## src/rtl/cc_pipe_comparator_pkg.sv

```systemverilog
// Shared encodings for the pipelined comparator: compare-result codes,
// debounce FSM states and a one-hot decode helper.
package cc_pipe_comparator_pkg;

    typedef enum logic [1:0] {
        CMP_EQ = 2'b00,
        CMP_GT = 2'b01,
        CMP_LT = 2'b10
    } cmp_t;

    typedef enum logic {
        S_INIT   = 1'b0,
        S_STABLE = 1'b1
    } state_t;

    // Returns {gt, lt, eq}; the unused code maps to all-zero.
    function automatic logic [2:0] cmp_onehot(input cmp_t res);
        logic [2:0] v;
        case (res)
            CMP_GT:  v = 3'b100;
            CMP_LT:  v = 3'b010;
            CMP_EQ:  v = 3'b001;
            default: v = 3'b000;
        endcase
        return v;
    endfunction

endpackage

```

## src/rtl/cc_pipe_comparator_magnitude.sv

```systemverilog
// Purely combinational 3-way magnitude compare, signed or unsigned
// depending on SIGNED_MODE.
module cc_magnitude_core
    import cc_pipe_comparator_pkg::*;
#(
    parameter int NUMBER_DATAWIDTH = 8,
    parameter int SIGNED_MODE      = 0
) (
    input  logic [NUMBER_DATAWIDTH-1:0] i_a,
    input  logic [NUMBER_DATAWIDTH-1:0] i_b,
    output cmp_t                        o_result
);

    logic w_gt;
    logic w_lt;

    // Magnitude compare and priority encode into a single result code
    always_comb begin
        if (SIGNED_MODE != 0) begin
            w_gt = ($signed(i_a) > $signed(i_b));
            w_lt = ($signed(i_a) < $signed(i_b));
        end else begin
            w_gt = (i_a > i_b);
            w_lt = (i_a < i_b);
        end
        if (w_gt) begin
            o_result = CMP_GT;
        end else if (w_lt) begin
            o_result = CMP_LT;
        end else begin
            o_result = CMP_EQ;
        end
    end

endmodule

```

## src/rtl/cc_pipe_comparator.sv

```systemverilog
// Pipelined comparator: registered raw compare, debounce of consecutive
// valid results into a stable result, and a saturating equal-sample counter.
module cc_pipe_comparator
    import cc_pipe_comparator_pkg::*;
#(
    parameter int NUMBER_DATAWIDTH = 8,
    parameter int SIGNED_MODE      = 0,
    parameter int DEBOUNCE_COUNT   = 4,
    parameter int COUNTER_WIDTH    = 16
) (
    input  logic                        CC_PIPE_COMPARATOR_CLOCK_50,
    input  logic                        CC_PIPE_COMPARATOR_RESET_InHigh,
    input  logic                        CC_PIPE_COMPARATOR_valid_In,
    input  logic                        CC_PIPE_COMPARATOR_clear_In,
    input  logic [NUMBER_DATAWIDTH-1:0] CC_PIPE_COMPARATOR_dataA_InBUS,
    input  logic [NUMBER_DATAWIDTH-1:0] CC_PIPE_COMPARATOR_dataB_InBUS,
    output logic                        CC_PIPE_COMPARATOR_greaterthan_Out,
    output logic                        CC_PIPE_COMPARATOR_lessthan_Out,
    output logic                        CC_PIPE_COMPARATOR_equal_Out,
    output logic                        CC_PIPE_COMPARATOR_resultvalid_Out,
    output logic                        CC_PIPE_COMPARATOR_change_Out,
    output logic [COUNTER_WIDTH-1:0]    CC_PIPE_COMPARATOR_eqcount_OutBUS
);

    localparam int                     RUN_W   = $clog2(DEBOUNCE_COUNT + 1);
    localparam logic [RUN_W-1:0]       RUN_MAX = RUN_W'(DEBOUNCE_COUNT);
    localparam logic [RUN_W-1:0]       RUN_ONE = RUN_W'(1);
    localparam logic [COUNTER_WIDTH-1:0] CNT_ONE = COUNTER_WIDTH'(1);
    localparam logic [COUNTER_WIDTH-1:0] CNT_MAX = {COUNTER_WIDTH{1'b1}};

    logic w_flush;
    cmp_t w_cmp;
    cmp_t w_cand_next;
    logic [RUN_W-1:0] w_run_next;
    logic w_update;

    cmp_t                     r_raw_res;
    logic                     r_raw_valid;
    cmp_t                     r_cand;
    cmp_t                     r_stable;
    logic [RUN_W-1:0]         r_run;
    state_t                   r_state;
    logic                     r_change_int;
    logic [COUNTER_WIDTH-1:0] r_eqcount;
    logic                     r_gt;
    logic                     r_lt;
    logic                     r_eq;
    logic                     r_rv;
    logic                     r_change;

    // Reset and clear share the same effect; reset simply also wins on priority.
    assign w_flush = CC_PIPE_COMPARATOR_RESET_InHigh | CC_PIPE_COMPARATOR_clear_In;

    cc_magnitude_core #(
        .NUMBER_DATAWIDTH (NUMBER_DATAWIDTH),
        .SIGNED_MODE      (SIGNED_MODE)
    ) u_core (
        .i_a      (CC_PIPE_COMPARATOR_dataA_InBUS),
        .i_b      (CC_PIPE_COMPARATOR_dataB_InBUS),
        .o_result (w_cmp)
    );

    // Debounce next-state: gaps leave the run untouched, a differing result restarts it
    always_comb begin
        w_cand_next = r_cand;
        w_run_next  = r_run;
        if (r_raw_valid) begin
            if (r_raw_res == r_cand) begin
                if (r_run != RUN_MAX) begin
                    w_run_next = r_run + RUN_ONE;
                end else begin
                    w_run_next = r_run;
                end
            end else begin
                w_cand_next = r_raw_res;
                w_run_next  = RUN_ONE;
            end
        end else begin
            w_cand_next = r_cand;
            w_run_next  = r_run;
        end
        w_update = r_raw_valid && (w_run_next == RUN_MAX) &&
                   ((r_state == S_INIT) || (w_cand_next != r_stable));
    end

    // Stage 1: capture raw compare result of the accepted operands
    always_ff @(posedge CC_PIPE_COMPARATOR_CLOCK_50) begin
        if (w_flush) begin
            r_raw_valid <= 1'b0;
            r_raw_res   <= CMP_EQ;
        end else begin
            r_raw_valid <= CC_PIPE_COMPARATOR_valid_In;
            if (CC_PIPE_COMPARATOR_valid_In) begin
                r_raw_res <= w_cmp;
            end
        end
    end

    // Stage 2 debounce FSM plus the registered output stage
    always_ff @(posedge CC_PIPE_COMPARATOR_CLOCK_50) begin
        if (w_flush) begin
            r_cand       <= CMP_EQ;
            r_run        <= '0;
            r_state      <= S_INIT;
            r_stable     <= CMP_EQ;
            r_change_int <= 1'b0;
            r_gt         <= 1'b0;
            r_lt         <= 1'b0;
            r_eq         <= 1'b0;
            r_rv         <= 1'b0;
            r_change     <= 1'b0;
        end else begin
            r_cand       <= w_cand_next;
            r_run        <= w_run_next;
            r_change_int <= w_update;
            if (w_update) begin
                r_stable <= w_cand_next;
                r_state  <= S_STABLE;
            end
            r_rv     <= (r_state == S_STABLE);
            r_change <= r_change_int;
            if (r_state == S_STABLE) begin
                {r_gt, r_lt, r_eq} <= cmp_onehot(r_stable);
            end else begin
                {r_gt, r_lt, r_eq} <= 3'b000;
            end
        end
    end

    // Saturating count of valid equal raw results
    always_ff @(posedge CC_PIPE_COMPARATOR_CLOCK_50) begin
        if (w_flush) begin
            r_eqcount <= '0;
        end else if (r_raw_valid && (r_raw_res == CMP_EQ) && (r_eqcount != CNT_MAX)) begin
            r_eqcount <= r_eqcount + CNT_ONE;
        end
    end

    assign CC_PIPE_COMPARATOR_greaterthan_Out = r_gt;
    assign CC_PIPE_COMPARATOR_lessthan_Out    = r_lt;
    assign CC_PIPE_COMPARATOR_equal_Out       = r_eq;
    assign CC_PIPE_COMPARATOR_resultvalid_Out = r_rv;
    assign CC_PIPE_COMPARATOR_change_Out      = r_change;
    assign CC_PIPE_COMPARATOR_eqcount_OutBUS  = r_eqcount;

endmodule

```

## config.mk

```make
export PLATFORM = sky130hd
export DESIGN_NAME = cc_pipe_comparator
export DESIGN_NICKNAME = d
export VERILOG_FILES = /design/src/rtl/cc_pipe_comparator_pkg.sv /design/src/rtl/cc_pipe_comparator_magnitude.sv /design/src/rtl/cc_pipe_comparator.sv
export SDC_FILE = /design/constraint.sdc
export NUM_CORES = 1
export LEC_CHECK = 0
export CAP_MARGIN = 20
export CORE_MARGIN = 2
export CORE_UTILIZATION = 53
export CTS_CLUSTER_DIAMETER = 100
export DETAILED_ROUTE_END_ITERATION = 7
export PLACE_DENSITY = 0.91
export SYNTH_ARGS = -nofsm -noshare
export SYNTH_HDL_FRONTEND = slang
export SYNTH_SLANG_ARGS = --single-unit
```

## constraint.sdc

```tcl
create_clock -name CC_PIPE_COMPARATOR_CLOCK_50 -period 2.9 [get_ports CC_PIPE_COMPARATOR_CLOCK_50]
set_clock_uncertainty 0.1 [all_clocks]
set_input_delay 0.58 -clock CC_PIPE_COMPARATOR_CLOCK_50 [delete_from_list [all_inputs] [get_ports CC_PIPE_COMPARATOR_CLOCK_50]]
set_output_delay 0.58 -clock CC_PIPE_COMPARATOR_CLOCK_50 [all_outputs]
set_load 0.02 [all_outputs]
```

Word-level counts from Yosys, hierarchy flattened --
Index checks and enable logic that the tools add are counted.
Word-level totals: register bits after elaboration 33, input port bits 20, output and inout port bits 21
Cells by class: $add $sub $neg 2, $lt $le $gt $ge 2, equality and inequality tests 7, muxes and demuxes 8, bitwise logic cells 2, reductions and logical operators 8
Operators with widths (number):
- $add 16x1->16 const B | 1
- $ne 16x16->1 const B | 1
- $mux 3 | 3
- $pmux 3 s3 | 1
- $gt 8x8->1 | 1
- $lt 8x8->1 | 1
- $mux 2 | 4
- $logic_and 1x1->1 | 4
- $logic_not 2->1 | 2
- $add 3x1->3 const B | 1
- $eq 3x3->1 const B | 1
- $ne 3x3->1 const B | 1
- $eq 2x1->1 const B | 1
- $eq 2x2->1 | 1
- $eq 2x2->1 const B | 1
- $ne 2x2->1 | 1
- $reduce_or 2->1 | 1
- $logic_or 1x1->1 | 1
- $not 1->1 | 1
- $or 1x1->1 | 1

Longest topological paths before layout --
Gate-level depths: netlist of run 1.
word-level depth 7, mapped depth 6, depth with buffers taken out 6

By module --
Synthesis of run 1 repeated with hierarchy kept, for this count alone.
Second synthesis, totals: cells, all modules 193, area total of the unflattened synthesis 1771.7 um^2
By module, submodules not included:
- cc_pipe_comparator | instances 1, cells each 164, area each 1560.2 um^2, seq. area each 660.6 um^2
- cc_magnitude_core | instances 1, cells each 29, area each 211.5 um^2, seq. area each 0.0 um^2

Worst setup path before layout of run 1 --
OpenSTA, ideal clock, no wires.
path type register to register, from register r_run[0], to register r_stable[0], setup time 0.121 ns, data arrival time 1.721 ns, required time 2.679 ns, slack 0.959 ns, stages on the path, launching flop included 7, buffers on the path 0, clock period less this slack 1.941 ns, path through dfxtp_1 -> inv_1 -> ha_1 -> or3b_2 -> a31oi_1 -> nand4b_1 -> mux2_2
On the way: cells in the longest elaborated chain, start to end 7, elaborated cells between the ends (all ways) 8, classes of those cells add/sub (1); eq/ne (2); mux (3); reduce/logical (2)
RTL lines:
- start, declared | RTL line cc_pipe_comparator.sv:41 | logic [RUN_W-1:0] r_run;
- start signal, assigned | RTL line cc_pipe_comparator.sv:114 | r_run <= w_run_next;
- $add 3x1->3 / $ne 3x3->1 (equally long branches) | RTL line cc_pipe_comparator.sv:70, cc_pipe_comparator.sv:69
- $mux 3 | RTL line cc_pipe_comparator.sv:69 | if (r_run != RUN_MAX) begin
- $mux 3 | RTL line cc_pipe_comparator.sv:68 | if (r_raw_res == r_cand) begin
- $mux 3 * | RTL line cc_pipe_comparator.sv:67 | if (r_raw_valid) begin
- $eq 3x3->1 * | RTL line cc_pipe_comparator.sv:82 | w_update = r_raw_valid && (w_run_next == RUN_MAX) &&
- $logic_and 1x1->1 * (2 in a row) | RTL line cc_pipe_comparator.sv:82
- end signal, assigned | RTL line cc_pipe_comparator.sv:117 | r_stable <= w_cand_next;
- end, declared | RTL line cc_pipe_comparator.sv:40 | cmp_t r_stable;
Mark *: on every way between the ends. The rest lies on a longest branch, timed or not. A chain may end at the register's enable or synchronous reset.

Final worst setup path of run 1 --
from register r_raw_valid, to register r_eqcount[10], in the netlist CC_PIPE_COMPARATOR_eqcount_OutBUS[10]
On the way: cells in the longest elaborated chain, start to end 2
RTL lines:
- start, declared | RTL line cc_pipe_comparator.sv:38 | logic r_raw_valid;
- start signal, assigned | RTL line cc_pipe_comparator.sv:92 | r_raw_valid <= CC_PIPE_COMPARATOR_valid_In;
- $logic_and 1x1->1 (2 in a row) | RTL line cc_pipe_comparator.sv:134 | end else if (r_raw_valid && (r_raw_res == CMP_EQ) && (r_eqcount != CNT_MAX)) begin
- end signal, assigned | RTL line cc_pipe_comparator.sv:135 | r_eqcount <= r_eqcount + CNT_ONE;
- end, declared | RTL line cc_pipe_comparator.sv:44 | logic [COUNTER_WIDTH-1:0] r_eqcount;
Every way passes these cells.

==> qor.txt, run 1 <==
max-cap violations -> 0
GPL Wtd Cong -> 0.8622
critical path's largest stage delay -> 560 ps
total power -> 909.1 uW
DR DRC count -> 0
Yosys top cell area share -> 38.80%
Syn Area/Cell -> 8.688 um2
largest net degree at the start of global routing -> 23
Initial Util -> 55.78%
Slew headroom -> 69.13%
CP Data Arrival Time -> 2360 ps
I/O Pins -> 41
CTS Buf Count -> 5
Routed Antenna Nets -> 0
Fin. Hold Viols -> 0
Synth Register Bits -> 33
register area share after synthesis -> 38.80%
Die Area -> 3683 um2
share of cells above drive strength 1 -> 7.438%
RSZ-0062 raised after global routing -> false
# diodes -> 0
placed inst area -> 2157 um2
DRT iter0 DRCs -> 108
count leader, synth -> dfxtp_1
Clock Tree Buf Depth -> 2
Final nets -> 272
Post-Syn Nets -> 227
FP Rows -> 20
Unique masters post-synth -> 42
global-route wire length before repair -> 6023 um
Startpoint Class -> flop
gr usage total -> 22.06%
Final Max Tran Viols -> 0
Main synth FF type -> dfxtp_1
critical path class -> flop to flop
die extent in x -> 60.69 um
Peak VDD IR -> 0.1893 mV
Power Dens Cells -> 404.8 nW/um2
warnings from Yosys -> 0
Post-synth EDFFs -> 0
Finish-stage setup viols -> 0
Area contributors post-synth -> dfxtp_1, ha_1, a21oi_1
multi-input logic area -> 969.7 um2
Post-CTS Setup Bufs -> 0
gr ovfl total -> 0
CP Buf/Inv Count -> 0
CTS tree -> built
antenna violations before repair -> 0
cell taking the most area after synthesis -> dfxtp_1
synth-to-layout area growth -> 31.89%
Post-Syn Area -> 1703 um2
cell area after layout -> 2246 um2
Max Freq -> 457.8 MHz
Core Footprint -> 3053 um2
min Tclk post-route -> 2184 ps
worst endpoint required time -> 3070 ps
DIE HEIGHT -> 60.69 um
Slowest-stage cell, CP -> dfxtp_1
vias in the first global route -> 1469
Worst-Margin Slew -> 458.8 ps
Cells after Synth -> 196
via count -> 1620
CP top delay family -> simple AND/OR/NAND/NOR gates
crit-path cells -> or3b_4 -> or3_4 -> or4_1 -> a21oi_1
outcome -> completed
Final period util -> 75.32%
Min-Delay Path Class -> flop to flop
WL final -> 3579 um
CP max FO -> 11
Post-CTS Hold Fix Bufs -> 0
root cell of the clock tree -> clkbuf_4
CP Capture Type -> flop
Lkg Pwr -> 0.8103 nW
Reg clk slew, reported paths -> 110 ps
asr flop ratio synth -> 0%
TritonRoute pass-1 iters -> 4
register area -> 660.6 um2
Final TNS setup -> 0 ps
post-DR vias/cell -> 5.664
CTS sink cnt -> 33
Synth top cells by count -> dfxtp_1, a21oi_1, inv_1
post-DR wirelength/cell -> 12.51 um
post_cts resized -> 0
fill count -> 241
IO Port Bufs -> 40
DP HPWL -> 2730 um
H-tree depth -> 2
Worst-Skew Late Latency -> 350 ps
flip-flops by register name, indices dropped and copies added, names as in the netlist:
signal and count:
CC_PIPE_COMPARATOR_change_Out 1, CC_PIPE_COMPARATOR_equal_Out 1, r_run 3, r_state 1, r_change_int 1, r_stable 2, r_cand 2, CC_PIPE_COMPARATOR_resultvalid_Out 1
r_raw_res 2, CC_PIPE_COMPARATOR_greaterthan_Out 1, r_raw_valid 1, CC_PIPE_COMPARATOR_lessthan_Out 1, CC_PIPE_COMPARATOR_eqcount_OutBUS 16
through the flow:
step                hold slack, ps  std cells  utilization (%)  worst slack (ps)
floorplan                    305.7        196                -             958.8
global placement             318.9        278            70.66             656.0
detailed placement           329.0        278            70.66             618.0
CTS                          354.7        286            73.57             731.1
global route                 365.6        286            73.57             529.5
finish                       350.0        286            73.57             715.6
per-layer routing:
layer  GRT usage, %  share of wire (%)
met4          11.80                1.5
met5              0                  0
met2          37.63                 51
met1          23.98                 43
met3          7.676                5.1
worst paths after layout:
check	start	endpoint	slack [ps]	cells past startpoint
worst max-delay path	r_raw_valid	CC_PIPE_COMPARATOR_eqcount_OutBUS[10]	720	4
worst min-delay path	r_change_int	CC_PIPE_COMPARATOR_change_Out	350	1
worst max register to register	r_raw_valid	CC_PIPE_COMPARATOR_eqcount_OutBUS[10]	720	4
worst min register to register	r_change_int	CC_PIPE_COMPARATOR_change_Out	350	1
placed cells by master (no fill, tap or decap), drive strengths merged, types with 3 or more instances in the layout:
cell and instances:
dfxtp 33, o21ai 11, nor3 5, ha 11
a211oi 3, nand2 14, or4 3, or3 8
nand3b 4, clkdlybuf4s50 40, nor3b 3, o31ai 5
nor4 3, a21oi 21, and2 4, xor2 4
inv 15, nand4 7, clkbuf 6, mux2i 3
nor2 6, nand3 5
final cells by class:
type	count	share of cell area, %
multi-input cells	144	43.18
flip-flops and latches	33	29.42
repair buffers	42	18.50
inverters	15	2.507
well taps	44	2.451
clock buffers	6	2.284
clock inverters	2	1.671
cell families after synthesis:
family / after synthesis / synth area share, %
AOI/OAI and AO/OA: 50 / 17.86
xor gates and xnor gates: 4 / 2.057
adders and majority gates: 11 / 8.082
buffers and inverters: 19 / 4.261
DFF: 33 / 38.79
muxes: 5 / 3.086
and+or+nand+nor: 74 / 25.86
power by group:
part           internal (mW)  switching (mW)
clock                  0.205           0.168
combinational         0.0436          0.0326
sequential             0.456         0.00462
(Power assumes the default switching activity.)
==> run 2: changes to the inputs <==
- CORE_UTILIZATION: 53 -> 44
- PLACE_DENSITY: 0.91 -> 0.81
- clock period: 2.9 -> 1.95 ns (I/O delays scaled with it)
==> run 2 against run 1 <==
Total power up 62%. Design area up 7.5%. Worst setup slack worse by 640 ps. Critical path depth up 3.
==> qor.txt, run 2 (synthesis gave the netlist of run 1 again) <==
outcome -> completed
max reg flops -> 16
placed inst area -> 2260 um2
DR DRC count -> 0
CP max FO -> 4
gr ovfl total -> 0
DP HPWL -> 2900 um
root cell of the clock tree -> clkbuf_8
WL met3 -> 174 um
CP Capture Type -> flop
Reg clk slew, reported paths -> 70 ps
Worst-Margin Slew -> 440.7 ps
# diodes -> 0
Core Footprint -> 3689 um2
CTS tree -> built
commonest non-fill, non-tap cell in the layout -> clkdlybuf4s50_1
fin worst setup slack -> 80.06 ps
post-DR wirelength/cell -> 12.09 um
gr usage total -> 18.39%
Levels on crit path -> 7
pre-CTS WS -> -155.2 ps
CTS Buf Count -> 5
die extent in x -> 66.21 um
top routing layer in use -> met4
CP top delay family -> simple AND/OR/NAND/NOR gates
Slew headroom -> 70.39%
max-cap violations -> 0
worst reg-to-reg setup slack -> 80 ps
H-tree depth -> 2
GPL Wtd Cong -> 0.9330
Initial Util -> 46.17%
Final period util -> 95.89%
worst endpoint required time -> 2050 ps
global-route wire length before repair -> 6265 um
min Tclk post-route -> 1870 ps
critical path capture point -> r_change_int
met1 WL -> 1587 um
crit-path cells -> inv_2 -> ha_2 -> or3b_4 -> a31oi_1 -> nand4b_1 -> buf_4 -> a311oi_1
critical path class -> flop to flop
Fin. Hold Viols -> 0
CP Buf/Inv Count -> 2
Startpoint Class -> flop
Power Dens Cells -> 608.4 nW/um2
worst reg2reg path depth -> 7
CP startpoint -> r_run[0]
via count -> 1688
critical path's largest stage delay -> 390 ps
I/O Pins -> 41
IO Port Bufs -> 40
Finish-stage setup viols -> 0
met2 WL -> 1835 um
post-DR vias/cell -> 5.534
most frequent cells in the layout -> clkdlybuf4s50_1, dfxtp_1, a21oi_1
Die Area -> 4384 um2
FP Rows -> 22
Slowest-stage cell, CP -> or3b_4
DRT iter0 DRCs -> 73
Final Max Tran Viols -> 0
WL final -> 3686 um
share of cells above drive strength 1 -> 14.79%
Reg2Reg Launch Point -> r_run[0]
Min Hold Slack -> 331.8 ps
Final nets -> 287
antenna violations before repair -> 0
DIE HEIGHT -> 66.21 um
CTS sink cnt -> 33
cell area after layout -> 2414 um2
FF-to-FF End -> r_change_int
vias in the first global route -> 1527
Min-Delay Path Class -> flop to flop
largest net degree at the start of global routing -> 13
RSZ-0062 raised after global routing -> false
TritonRoute pass-1 iters -> 4
Max Freq -> 534.8 MHz
Worst-Skew Late Latency -> 280 ps
synth-to-layout area growth -> 41.73%
Routed Antenna Nets -> 0
Clock Tree Buf Depth -> 2
Peak VDD IR -> 0.3563 mV
Lkg Pwr -> 0.9046 nW
Final TNS setup -> 0 ps
fin util -> 65.43%
CP Data Arrival Time -> 1970 ps
-- run 2: cell types whose count changed in the layout (fill, tap and decap cells not counted), sizes merged --
cell      delta
clkbuf       +1
clkinvlp     -1
buf         +15
-- run 2: timing repair --
action,4_1_cts,5_1_grt
buffers inserted,1,1
hold buffers,0,0
endpoints found under the setup margin,3,6
pin swaps,3,1
gates resized for setup,6,3
-- run 2: area by class of cell --
| type | count | area [um2] |
|---|---|---|
| clock inverters | 1 | 30.03 |
| inverters | 15 | 56.30 |
| repair buffers | 57 | 528.0 |
| clock buffers | 7 | 86.33 |
| multi-input cells | 144 | 989.7 |
| fillers | 317 | 1275 |
| well taps | 48 | 60.06 |
| flip-flops and latches | 33 | 663.1 |
-- run 2: how the worst min path moves through the flow --
stage	slack (ps)	to	cells past startpoint	startpoint
floorplan	310	CC_PIPE_COMPARATOR_change_Out	1	r_change_int
finish	330	CC_PIPE_COMPARATOR_change_Out	1	r_change_int
detailed placement	320	CC_PIPE_COMPARATOR_change_Out	1	r_change_int
CTS	340	CC_PIPE_COMPARATOR_change_Out	1	r_change_int
global route	350	CC_PIPE_COMPARATOR_change_Out	1	r_change_int
global placement	320	CC_PIPE_COMPARATOR_change_Out	1	r_change_int
-- run 2: stage by stage --
step / power, mW / cells
after global placement: 0.8231 / 295
after floorplan: 0.7576 / 196
after CTS: 1.489 / 304
after global routing: 1.535 / 305
final: 1.468 / 305
after detailed placement: 0.8256 / 295
-- run 2: report_power, final --
group          internal, mW  switching, mW  total (mW)
combinational        0.0757         0.0572       0.133
clock                 0.416          0.239       0.656
sequential            0.678        0.00208       0.680
total                  1.17          0.299        1.47
-- run 2: layer usage --
layer  global-route usage (%)  vias to the layer above
met5                        0                        -
met4                    9.184                        0
met3                    5.111                       10
met2                    32.13                       53
met1                    20.21                      777
li1                         -                      848
==> run 3: changes to the inputs <==
- CAP_MARGIN: 20 -> unset
- PLACE_DENSITY: 0.81 -> 0.8
==> run 3 against run 2 <==
Clock power rose by 2%. Total power grew 0.77%. Sequential power hardly changed. Critical path depth decreased by 6. Fmax down 0.79%. Hold slack improved by 3.6 ps. Largest power group unchanged. Highest routed layer unchanged. Critical path type is now flop to output port.
==> qor.txt, run 3 (synthesis gave the netlist of run 1 again) <==
WL final -> 3932 um
Fin. Hold Viols -> 0
DR DRC count -> 0
die extent in x -> 66.21 um
antenna violations before repair -> 0
Levels on crit path -> 1
IO Port Bufs -> 40
Die Area -> 4384 um2
max reg flops -> 16
Startpoint Class -> flop
DRT iter0 DRCs -> 106
synth-to-layout area growth -> 40.71%
global-route wire length before repair -> 6499 um
DIE HEIGHT -> 66.21 um
Peak VDD IR -> 0.4047 mV
most frequent cells in the layout -> clkdlybuf4s50_1, dfxtp_1, a21oi_1
GPL Wtd Cong -> 0.9242
Core Footprint -> 3689 um2
max-cap violations -> 0
worst endpoint required time -> 1460 ps
CP Data Arrival Time -> 1390 ps
Reg clk slew, reported paths -> 70 ps
Power Dens Cells -> 617.6 nW/um2
H-tree depth -> 2
RSZ-0062 raised after global routing -> true
total power -> 1.480 mW
Max Freq -> 530.5 MHz
critical path's largest stage delay -> 650 ps
Post-CTS Hold Fix Bufs -> 0
CP startpoint -> CC_PIPE_COMPARATOR_eqcount_OutBUS[11]
CP Buf/Inv Count -> 1
FF-to-FF End -> r_stable[0]
Final nets -> 283
post-DR wirelength/cell -> 13.06 um
Final Max Tran Viols -> 0
CTS Buf Count -> 5
Clock Tree Buf Depth -> 2
Min-Delay Path Class -> flop to flop
via count -> 1640
fill count -> 339
vias in the first global route -> 1479
Worst-Skew Late Latency -> 290 ps
CTS sink cnt -> 33
largest net degree at the start of global routing -> 15
Final period util -> 96.66%
Slowest-stage cell, CP -> clkdlybuf4s50_1
DP HPWL -> 2961 um
min Tclk post-route -> 1885 ps
Slew headroom -> 73.21%
critical path class -> flop to output port
CP top delay family -> buffers and inverters
gr ovfl total -> 0
worst reg2reg path depth -> 6
Finish-stage setup viols -> 0
CTS tree -> built
share of cells above drive strength 1 -> 14.23%
# diodes -> 0
commonest non-fill, non-tap cell in the layout -> clkdlybuf4s50_1
critical path capture point -> CC_PIPE_COMPARATOR_eqcount_OutBUS[11]
CP Capture Type -> output port
Routed Antenna Nets -> 0
worst reg-to-reg setup slack -> 70 ps
FP Rows -> 22
CP max FO -> 8
post-DR vias/cell -> 5.449
TritonRoute pass-1 iters -> 4
gr usage total -> 19.32%
crit-path cells -> clkdlybuf4s50_1
Reg2Reg Launch Point -> r_run[0]
Lkg Pwr -> 0.8835 nW
I/O Pins -> 41
placed inst area -> 2230 um2
outcome -> completed
Initial Util -> 46.17%
cell area after layout -> 2396 um2
Worst-Margin Slew -> 398.8 ps
root cell of the clock tree -> clkbuf_8
-- run 3: changes by cell type in the layout (fill, tap and decap cells not counted), sizes merged --
cell  previous run  this run
buf             17        13
-- run 3: layout make-up --
| cell class | count | area, um2 | area share [%] |
|---|---|---|---|
| Multi-Input combinational cell | 144 | 1002 | 41.83 |
| Sequential cell | 33 | 663.1 | 27.68 |
| Timing Repair Buffer | 53 | 498.0 | 20.78 |
| Clock buffer | 7 | 86.33 | 3.603 |
| Tap cell | 48 | 60.06 | 2.507 |
| Inverter | 15 | 56.30 | 2.350 |
| Clock inverter | 1 | 30.03 | 1.253 |
-- run 3: per-stage QoR --
step / utilization [%] / instances / hold slack, ps / TNS (ps) / setup slack [ps]
6_report: 64.96 / 301 / 335.5 / 0 / 65.15
3_3_place_gp: 60.45 / 291 / 315.9 / -238.2 / -112.1
3_5_place_dp: 60.45 / 291 / 325.8 / -376.2 / -156.1
5_1_grt: 64.96 / 301 / 367.1 / -4.295 / -4.295
2_1_floorplan: - / 196 / 305.7 / 0 / 8.779
4_1_cts: 64.31 / 301 / 342.8 / 0 / 64.63
-- run 3: timing repair --
action,in CTS,in global routing
hold endpoints to repair,0,0
gates resized for setup,6,6
pin swaps,3,3
endpoints found under the setup margin,2,5
setup buffers,2,0
-- run 3: metal layers --
metal | vias to the layer above | wire length, um | share of wire (%) | track usage, %
li1 | 837 | - | - | -
met1 | 752 | 1603 | 41 | 20.34
met2 | 44 | 2096 | 53 | 36.88
met3 | 7 | 179 | 4.6 | 5.281
met4 | 0 | 53 | 1.3 | 5.612
met5 | - | 0 | 0 | 0
-- run 3: how the worst min path moves through the flow --
stage                       startpoint  slack [ps]                       endpoint  cells after the start
after floorplan           r_change_int         310  CC_PIPE_COMPARATOR_change_Out                      1
after global placement    r_change_int         320  CC_PIPE_COMPARATOR_change_Out                      1
after detailed placement  r_change_int         330  CC_PIPE_COMPARATOR_change_Out                      1
after CTS                 r_change_int         340  CC_PIPE_COMPARATOR_change_Out                      1
after global routing      r_change_int         370  CC_PIPE_COMPARATOR_change_Out                      1
final                     r_change_int         340  CC_PIPE_COMPARATOR_change_Out                      1
-- run 3: power breakdown --
group	leakage (nW)	switching, mW	internal, mW
registers	0.267	0.00261	0.678
logic	0.558	0.0569	0.0735
clock network	0.0585	0.253	0.417
-- run 3: worst reg2reg max path: cells and delay by family, from the launching register on --
kind	cells	cell delay, ps
AOI/OAI and AO/OA	1	170
adders and majority gates	1	150
buffers and inverters	1	60
DFF	1	350
muxes	1	360
and+or+nand+nor	2	590
